==> src/rtl/alu_op_sequencer.sv <==
// Folds a UART payload of 32-bit little-endian words through a shared add/mul/div unit.
// Define ALU_SEQ_TIMEOUT_EN to add a watchdog on the unit handshake and result.

module alu_op_sequencer #(
    parameter int datawidth_p = 8,
    parameter int wordwidth_p = 32,
    parameter int timeout_p   = 1024
) (
    input  logic                   clk_i,
    input  logic                   rst_i,
    input  logic                   start_i,
    input  logic [7:0]             opcode_i,
    input  logic [15:0]            len_i,
    input  logic [datawidth_p-1:0] rx_data_i,
    input  logic                   rx_valid_i,
    output logic                   rx_ready_o,
    output logic [wordwidth_p-1:0] op_a_o,
    output logic [wordwidth_p-1:0] op_b_o,
    output logic [1:0]             op_sel_o,
    output logic                   op_valid_o,
    input  logic                   op_ready_i,
    input  logic [wordwidth_p-1:0] op_result_i,
    input  logic                   op_result_valid_i,
    output logic [wordwidth_p-1:0] result_o,
    output logic                   done_o,
    output logic                   error_o
);

    typedef enum logic [2:0] {
        ST_IDLE,
        ST_COLLECT,
        ST_ISSUE,
        ST_WAIT_RES,
        ST_DRAIN,
        ST_DONE
    } state_e;

    if (wordwidth_p != 4 * datawidth_p || timeout_p < 2) begin : g_param_check
        $error("alu_op_sequencer: wordwidth_p must be 4*datawidth_p and timeout_p >= 2");
    end

    state_e                   state_q, state_d;
    logic [1:0]               sel_q, sel_d;
    logic [15:0]              remaining_q, remaining_d;
    logic [1:0]               byte_idx_q, byte_idx_d;
    logic [wordwidth_p-1:0]   word_q, word_d;
    logic [wordwidth_p-1:0]   acc_q, acc_d;
    logic                     first_q, first_d;
    logic                     err_q, err_d;
    logic                     rx_ready_q, rx_ready_d;
    logic                     op_valid_q, op_valid_d;
    logic [wordwidth_p-1:0]   op_a_q, op_a_d;
    logic [wordwidth_p-1:0]   op_b_q, op_b_d;
    logic [1:0]               op_sel_q, op_sel_d;
    logic [wordwidth_p-1:0]   result_q, result_d;
    logic                     done_q, done_d;
    logic                     error_q, error_d;
    logic                     op_supported;

`ifdef ALU_SEQ_TIMEOUT_EN
    localparam int TimerW = $clog2(timeout_p);
    logic [TimerW-1:0]        timer_q, timer_d;
`endif

    assign op_supported = (opcode_i == 8'h10) || (opcode_i == 8'h11) || (opcode_i == 8'h12);

    always_comb begin
        state_d     = state_q;
        sel_d       = sel_q;
        remaining_d = remaining_q;
        byte_idx_d  = byte_idx_q;
        word_d      = word_q;
        acc_d       = acc_q;
        first_d     = first_q;
        err_d       = err_q;
        rx_ready_d  = rx_ready_q;
        op_valid_d  = op_valid_q;
        op_a_d      = op_a_q;
        op_b_d      = op_b_q;
        op_sel_d    = op_sel_q;
        result_d    = result_q;
        done_d      = 1'b0;
        error_d     = error_q;

        unique case (state_q)
            ST_IDLE: begin
                if (start_i) begin
                    acc_d       = '0;
                    word_d      = '0;
                    byte_idx_d  = '0;
                    first_d     = 1'b1;
                    err_d       = 1'b0;
                    error_d     = 1'b0;
                    remaining_d = len_i;
                    // Supported opcodes 0x10..0x12 map directly onto unit select 0..2.
                    sel_d       = opcode_i[1:0];
                    if (len_i == 16'd0) begin
                        state_d = ST_DONE;
                    end else if (len_i[1:0] != 2'b00 || !op_supported) begin
                        err_d      = 1'b1;
                        rx_ready_d = 1'b1;
                        state_d    = ST_DRAIN;
                    end else begin
                        rx_ready_d = 1'b1;
                        state_d    = ST_COLLECT;
                    end
                end
            end
            ST_COLLECT: begin
                if (rx_valid_i && rx_ready_q) begin
                    for (int i = 0; i < 4; i++) begin
                        if (byte_idx_q == 2'(i)) word_d[i*datawidth_p +: datawidth_p] = rx_data_i;
                    end
                    remaining_d = remaining_q - 16'd1;
                    byte_idx_d  = byte_idx_q + 2'd1;
                    if (byte_idx_q == 2'd3) begin
                        first_d = 1'b0;
                        if (first_q) begin
                            acc_d = word_d;
                            if (remaining_d == 16'd0) begin
                                rx_ready_d = 1'b0;
                                state_d    = ST_DONE;
                            end
                        end else begin
                            op_a_d     = acc_q;
                            op_b_d     = word_d;
                            op_sel_d   = sel_q;
                            op_valid_d = 1'b1;
                            rx_ready_d = 1'b0;
                            state_d    = ST_ISSUE;
                        end
                    end
                end
            end
            ST_ISSUE: begin
                // A result strobe coinciding with the handshake is deliberately ignored here.
                if (op_valid_q && op_ready_i) begin
                    op_valid_d = 1'b0;
                    state_d    = ST_WAIT_RES;
                end
            end
            ST_WAIT_RES: begin
                if (op_result_valid_i) begin
                    acc_d = op_result_i;
                    if (remaining_q != 16'd0) begin
                        rx_ready_d = 1'b1;
                        state_d    = ST_COLLECT;
                    end else begin
                        state_d = ST_DONE;
                    end
                end
            end
            ST_DRAIN: begin
                if (rx_valid_i && rx_ready_q) begin
                    remaining_d = remaining_q - 16'd1;
                    if (remaining_d == 16'd0) begin
                        rx_ready_d = 1'b0;
                        state_d    = ST_DONE;
                    end
                end
            end
            ST_DONE: begin
                state_d = ST_IDLE;
            end
            default: begin
                state_d = ST_IDLE;
            end
        endcase

`ifdef ALU_SEQ_TIMEOUT_EN
        timer_d = '0;
        if ((state_q == ST_ISSUE || state_q == ST_WAIT_RES) && state_d == state_q) begin
            if (timer_q == TimerW'(timeout_p - 1)) begin
                err_d      = 1'b1;
                op_valid_d = 1'b0;
                rx_ready_d = 1'b0;
                state_d    = ST_DONE;
            end else begin
                timer_d = timer_q + TimerW'(1);
            end
        end
`endif

        // Every path into Done publishes the run outcome in the same cycle.
        if (state_d == ST_DONE && state_q != ST_DONE) begin
            done_d   = 1'b1;
            error_d  = err_d;
            result_d = err_d ? '0 : acc_d;
        end
    end

    always_ff @(posedge clk_i) begin
        if (rst_i) begin
            state_q     <= ST_IDLE;
            sel_q       <= '0;
            remaining_q <= '0;
            byte_idx_q  <= '0;
            word_q      <= '0;
            acc_q       <= '0;
            first_q     <= 1'b0;
            err_q       <= 1'b0;
            rx_ready_q  <= 1'b0;
            op_valid_q  <= 1'b0;
            op_a_q      <= '0;
            op_b_q      <= '0;
            op_sel_q    <= '0;
            result_q    <= '0;
            done_q      <= 1'b0;
            error_q     <= 1'b0;
`ifdef ALU_SEQ_TIMEOUT_EN
            timer_q     <= '0;
`endif
        end else begin
            state_q     <= state_d;
            sel_q       <= sel_d;
            remaining_q <= remaining_d;
            byte_idx_q  <= byte_idx_d;
            word_q      <= word_d;
            acc_q       <= acc_d;
            first_q     <= first_d;
            err_q       <= err_d;
            rx_ready_q  <= rx_ready_d;
            op_valid_q  <= op_valid_d;
            op_a_q      <= op_a_d;
            op_b_q      <= op_b_d;
            op_sel_q    <= op_sel_d;
            result_q    <= result_d;
            done_q      <= done_d;
            error_q     <= error_d;
`ifdef ALU_SEQ_TIMEOUT_EN
            timer_q     <= timer_d;
`endif
        end
    end

    assign rx_ready_o = rx_ready_q;
    assign op_valid_o = op_valid_q;
    assign op_a_o     = op_a_q;
    assign op_b_o     = op_b_q;
    assign op_sel_o   = op_sel_q;
    assign result_o   = result_q;
    assign done_o     = done_q;
    assign error_o    = error_q;

endmodule

==> config.mk <==
export PLATFORM = sky130hd
export DESIGN_NAME = alu_op_sequencer
export DESIGN_NICKNAME = d
export VERILOG_FILES = /design/src/rtl/alu_op_sequencer.sv
export SDC_FILE = /design/constraint.sdc
export NUM_CORES = 1
export LEC_CHECK = 0
export ABC_AREA = 1
export CORE_ASPECT_RATIO = 2
export CORE_MARGIN = 5
export CORE_UTILIZATION = 40
export DETAILED_ROUTE_END_ITERATION = 8
export HOLD_SLACK_MARGIN = 0.12
export PLACE_DENSITY = 0.69
export SLEW_MARGIN = 20
export SYNTH_ARGS = -nofsm -noshare
export SYNTH_HDL_FRONTEND = slang
export SYNTH_SLANG_ARGS = --single-unit
==> constraint.sdc <==
create_clock -name clk_i -period 4.1 [get_ports clk_i]
set_input_delay 0.41 -clock clk_i [delete_from_list [all_inputs] [get_ports clk_i]]
set_output_delay 0.41 -clock clk_i [all_outputs]
set_load 0.01 [all_outputs]
==> key figures <==
Status
  – Run status: finished clean

Timing
  – Setup_tns: 0 ns
  – Clock tree skew after final layout: 0.00880 ns
  – Number of slew-limit violations in the final report: 0
  – Post-route worst setup slack: 0.730 ns
  – Hold Violations, Final: 0
  – Number of setup violations in the final report: 0
  – Final critical delay including setup and external delays: 3.37 ns
  – Setup repair after global routing missed its margin: no
  – Tightest slew margin relative to the limit: 26.4%
  – Actual transition at the worst max-transition pin: 1.10 ns
  – Maximum operating frequency: 297 MHz
  – Worst hold-check slack: 0.458 ns
  – Final worst path period share: 82.2%

Global route
  – Antenna violations before repair: 1
  – GR Util All Layers: 23.4%
  – First-pass GRT wire length: 45.1 mm
  – Pin count of the biggest net entering global routing: 108
  – Aggregate global routing overflow: 0
  – Vias in the first global route: 8507

Detailed routing
  – Ratio of routed vias to standard cells: 5.25
  – Routed length per placed instance: 17.8 microns
  – Final WL: 29.4 mm
  – Total iterations of the first detailed-routing run: 5
  – Final routed DRC violation total: 0
  – Total via count in the routed design: 8686
  – First-iteration detailed-routing DRC count: 699
  – Residual antenna-violating net count after detailed routing: 0

Die
  – Die area: 25000 sq um
  – IO Pins: 172
  – Number of core rows: 76
  – Die Span X: 114 microns
  – Height of the die: 218 microns
  – Initial cell density of the core: 40.4%
  – Core Area: 21500 sq um

Place
  – Final weighted congestion in routability-driven placement: 0.938
  – Total of buffers placed on input and output ports: 171
  – Placed Instances: 1623
  – DP HPWL: 21.7 mm
  – Post-DP Area: 10600 sq um
  – Pre-CTS setup slack: 0.729 ns

Finish
  – FF+latch area: 3820 sq um
  – Area grow syn2layout: 28.6%
  – Post-Layout Cell Count: 1656
  – Share of final-layout standard cells stronger than drive strength 1: 4.99%
  – Fin nets: 1445
  – Share of the core filled with cells: 52.0%
  – Final instance area: 11200 sq um
  – Fill cell count: 2183
  – Multi-input gate area: 4010 sq um
  – Leading cell type in the layout, fill and taps excluded: nand2_1
  – Most frequent cells in the layout: nand2_1 (270), dfxtp_1 (191), nor2_1 (175)

Power
  – Switching Fraction: 27.6%
  – Part of the power in combinational logic: 14.1%
  – Overall power consumption: 4.28 mW
  – Clock network power share: 40.5%
  – Seq pwr share: 45.3%
  – Cell Int Power: 3.10 mW
  – Worst-case vdd ir drop: 0.265 mV
  – Static power due to leakage: 5.01 nW
  – Power per unit of standard cell area: 383 nW/um^2
  – Psw: 1.18 mW

Logic synthesis
  – Avg Cell Area, Syn: 7.02 sq um
  – Combined area of all synthesized cells: 8690 sq um
  – Count of cell types in the netlist: 35
  – Fraction of post-synthesis cell area in the top cell type by area: 44.0%
  – Ys async rst share: 0%
  – Number of flops mapped to enable cells by yosys: 0
  – Mapped Cells: 1239
  – Post-synthesis sequential area ratio: 44.0%
  – Area contributors post-synth: dfxtp_1 (44%), nand2_1 (12%), nor2_1 (7.6%)
  – Cell type with the largest total area after synthesis: dfxtp_1
  – Ys flop type: dfxtp_1
  – Syn nets: 1315
  – Ys Warns: 0
  – Synthesized flop and latch total: 191

Worst setup path
  – FF-to-FF setup slack: 0.73 ns
  – Endpoint of the most critical register-to-register path: result_o[27]
  – Crit path launch: byte_idx_q[1]
  – Top Family by Delay on Critical Path: simple AND/OR/NAND/NOR gates
  – WP buf/inv: 5
  – Nature of the critical path endpoint: flop
  – Kind of critical path: flop to flop
  – WP data arrival: 3.69 ns
  – Worst path cell trace: ha_1, nand2_1, nor2_1, nor2_1, nor2_1, inv_1, nor2_1, buf_4, clkinv_1, a21oi_1, inv_1, nand2_1, inv_1, nand2_1, nand2_1
  – Maximum fanout encountered on the critical timing path: 19
  – FF-to-FF Start: byte_idx_q[1]
  – Depth of the most critical reg-to-reg path: 15
  – Launching element type of the critical path: flop
  – Maximum single-stage delay on the critical path: 0.55 ns
  – Worst path slowest cell: ha_1
  – Count of cell instances traversed by the critical path: 15
  – Required time of the critical path: 4.42 ns
  – Critical Path End: result_o[27]

CTS
  – CTS sink cnt: 191
  – Number of buffers inserted by hold repair at cts: 0
  – CTS-repair resized insts: 0
  – CTS Buf Count: 17
  – Post-CTS Setup Bufs: 0
  – Later-pin clock latency in the skew report: 0.44 ns
  – CTS tree: yes
  – CTS Buffer Depth: 2
  – Clock transition at the registers of the reported paths: 0.07 ns
  – Number of H-tree levels: 4
  – Root Driver: clkbuf_16

Min path
  – Class of the worst hold path: flop to flop

Flow run
  – Max-Cap Viols: 0
## kinds of logic after synthesis
| family | Yosys count | synth area share (%) |
|---|---|---|
| flip-flops | 191 | 44.0 |
| XOR/XNOR | 2 | 0.202 |
| adder cells (fa/ha/maj) | 6 | 0.864 |
| AND/OR/NAND/NOR | 551 | 25.9 |
| AO/OA/AOI/OAI | 267 | 19.1 |
| buffers and inverters | 222 | 9.98 |
## power groups by stage
stage	Combinational (mW)	Sequential, mW	Clock [mW]
after CTS	0.600	1.94	1.76
after floorplan	0.368	1.97	0
after global routing	0.659	1.95	1.82
after detailed placement	0.598	1.98	0
final	0.605	1.94	1.73
after global placement	0.590	1.98	0
## worst reg2reg max path: cells and delay by family, from the launching register on
kind | cells | cell delay [ns]
adders and majority gates | 1 | 0.55
AOI/OAI and AO/OA | 1 | 0.38
and+or+nand+nor | 8 | 1.08
buffers and inverters | 5 | 0.87
DFF | 1 | 0.37
## synth_stat cells, types with 2 or more instances
cell and n:
nand4_1 4, a31oi_1 2, buf_6 3, nor2_4 2, a221oi_1 14, buf_1 7, a21oi_1 49, clkbuf_1 55
o211a_1 18, nor2_2 6, clkinv_1 3, nor4_1 4, o21ai_0 118, a32oi_1 3, a211oi_1 36, dfxtp_1 191
ha_1 6, nor3_1 5, o211ai_1 16, nand2_2 4, inv_2 5, nand2_1 270, buf_2 9, inv_1 140
o221ai_1 7, nor2_1 176, nand3_2 2, a22oi_1 3, nand3_1 75
## how the worst min path moves through the flow
stage / depth (start not counted) / startpoint / to / slack [ns]
after global routing: 2 / word_q[29] / word_q[29] / 0.49
after detailed placement: 2 / sel_q[0] / op_sel_o[0] / 0.45
after floorplan: 2 / acc_q[0] / op_a_o[0] / 0.43
after CTS: 2 / sel_q[0] / op_sel_o[0] / 0.46
after global placement: 2 / sel_q[0] / op_sel_o[0] / 0.44
final: 2 / sel_q[0] / op_sel_o[0] / 0.46
## per-layer routing
layer  global-route usage [%]  part of all wire [%]
met5                        0                     0
met1                     22.9                    35
met3                     3.93                   4.5
met4                     13.8                   5.8
met2                     44.7                    54
## sequential cells by signal, summed over array words and instances, names as in the netlist
name,count
result_o,32
rx_ready_o,1
op_valid_o,1
acc_q,32
err_q,1
first_q,1
op_b_o,32
done_o,1
word_q,32
op_a_o,32
error_o,1
op_sel_o,2
sel_q,2
state_q,3
remaining_q,16
byte_idx_q,2
## final cells by class
| type | count | area share [%] |
|---|---|---|
| multi-input combinational | 826 | 35.9 |
| antenna | 1 | 0.0224 |
| inverter | 148 | 4.99 |
| tap | 273 | 3.06 |
| sequential | 191 | 34.2 |
| clock buffer | 20 | 4.09 |
| timing repair buffer | 185 | 16.3 |
| clock inverter | 12 | 1.43 |
Power figures use the tool's default switching activity.
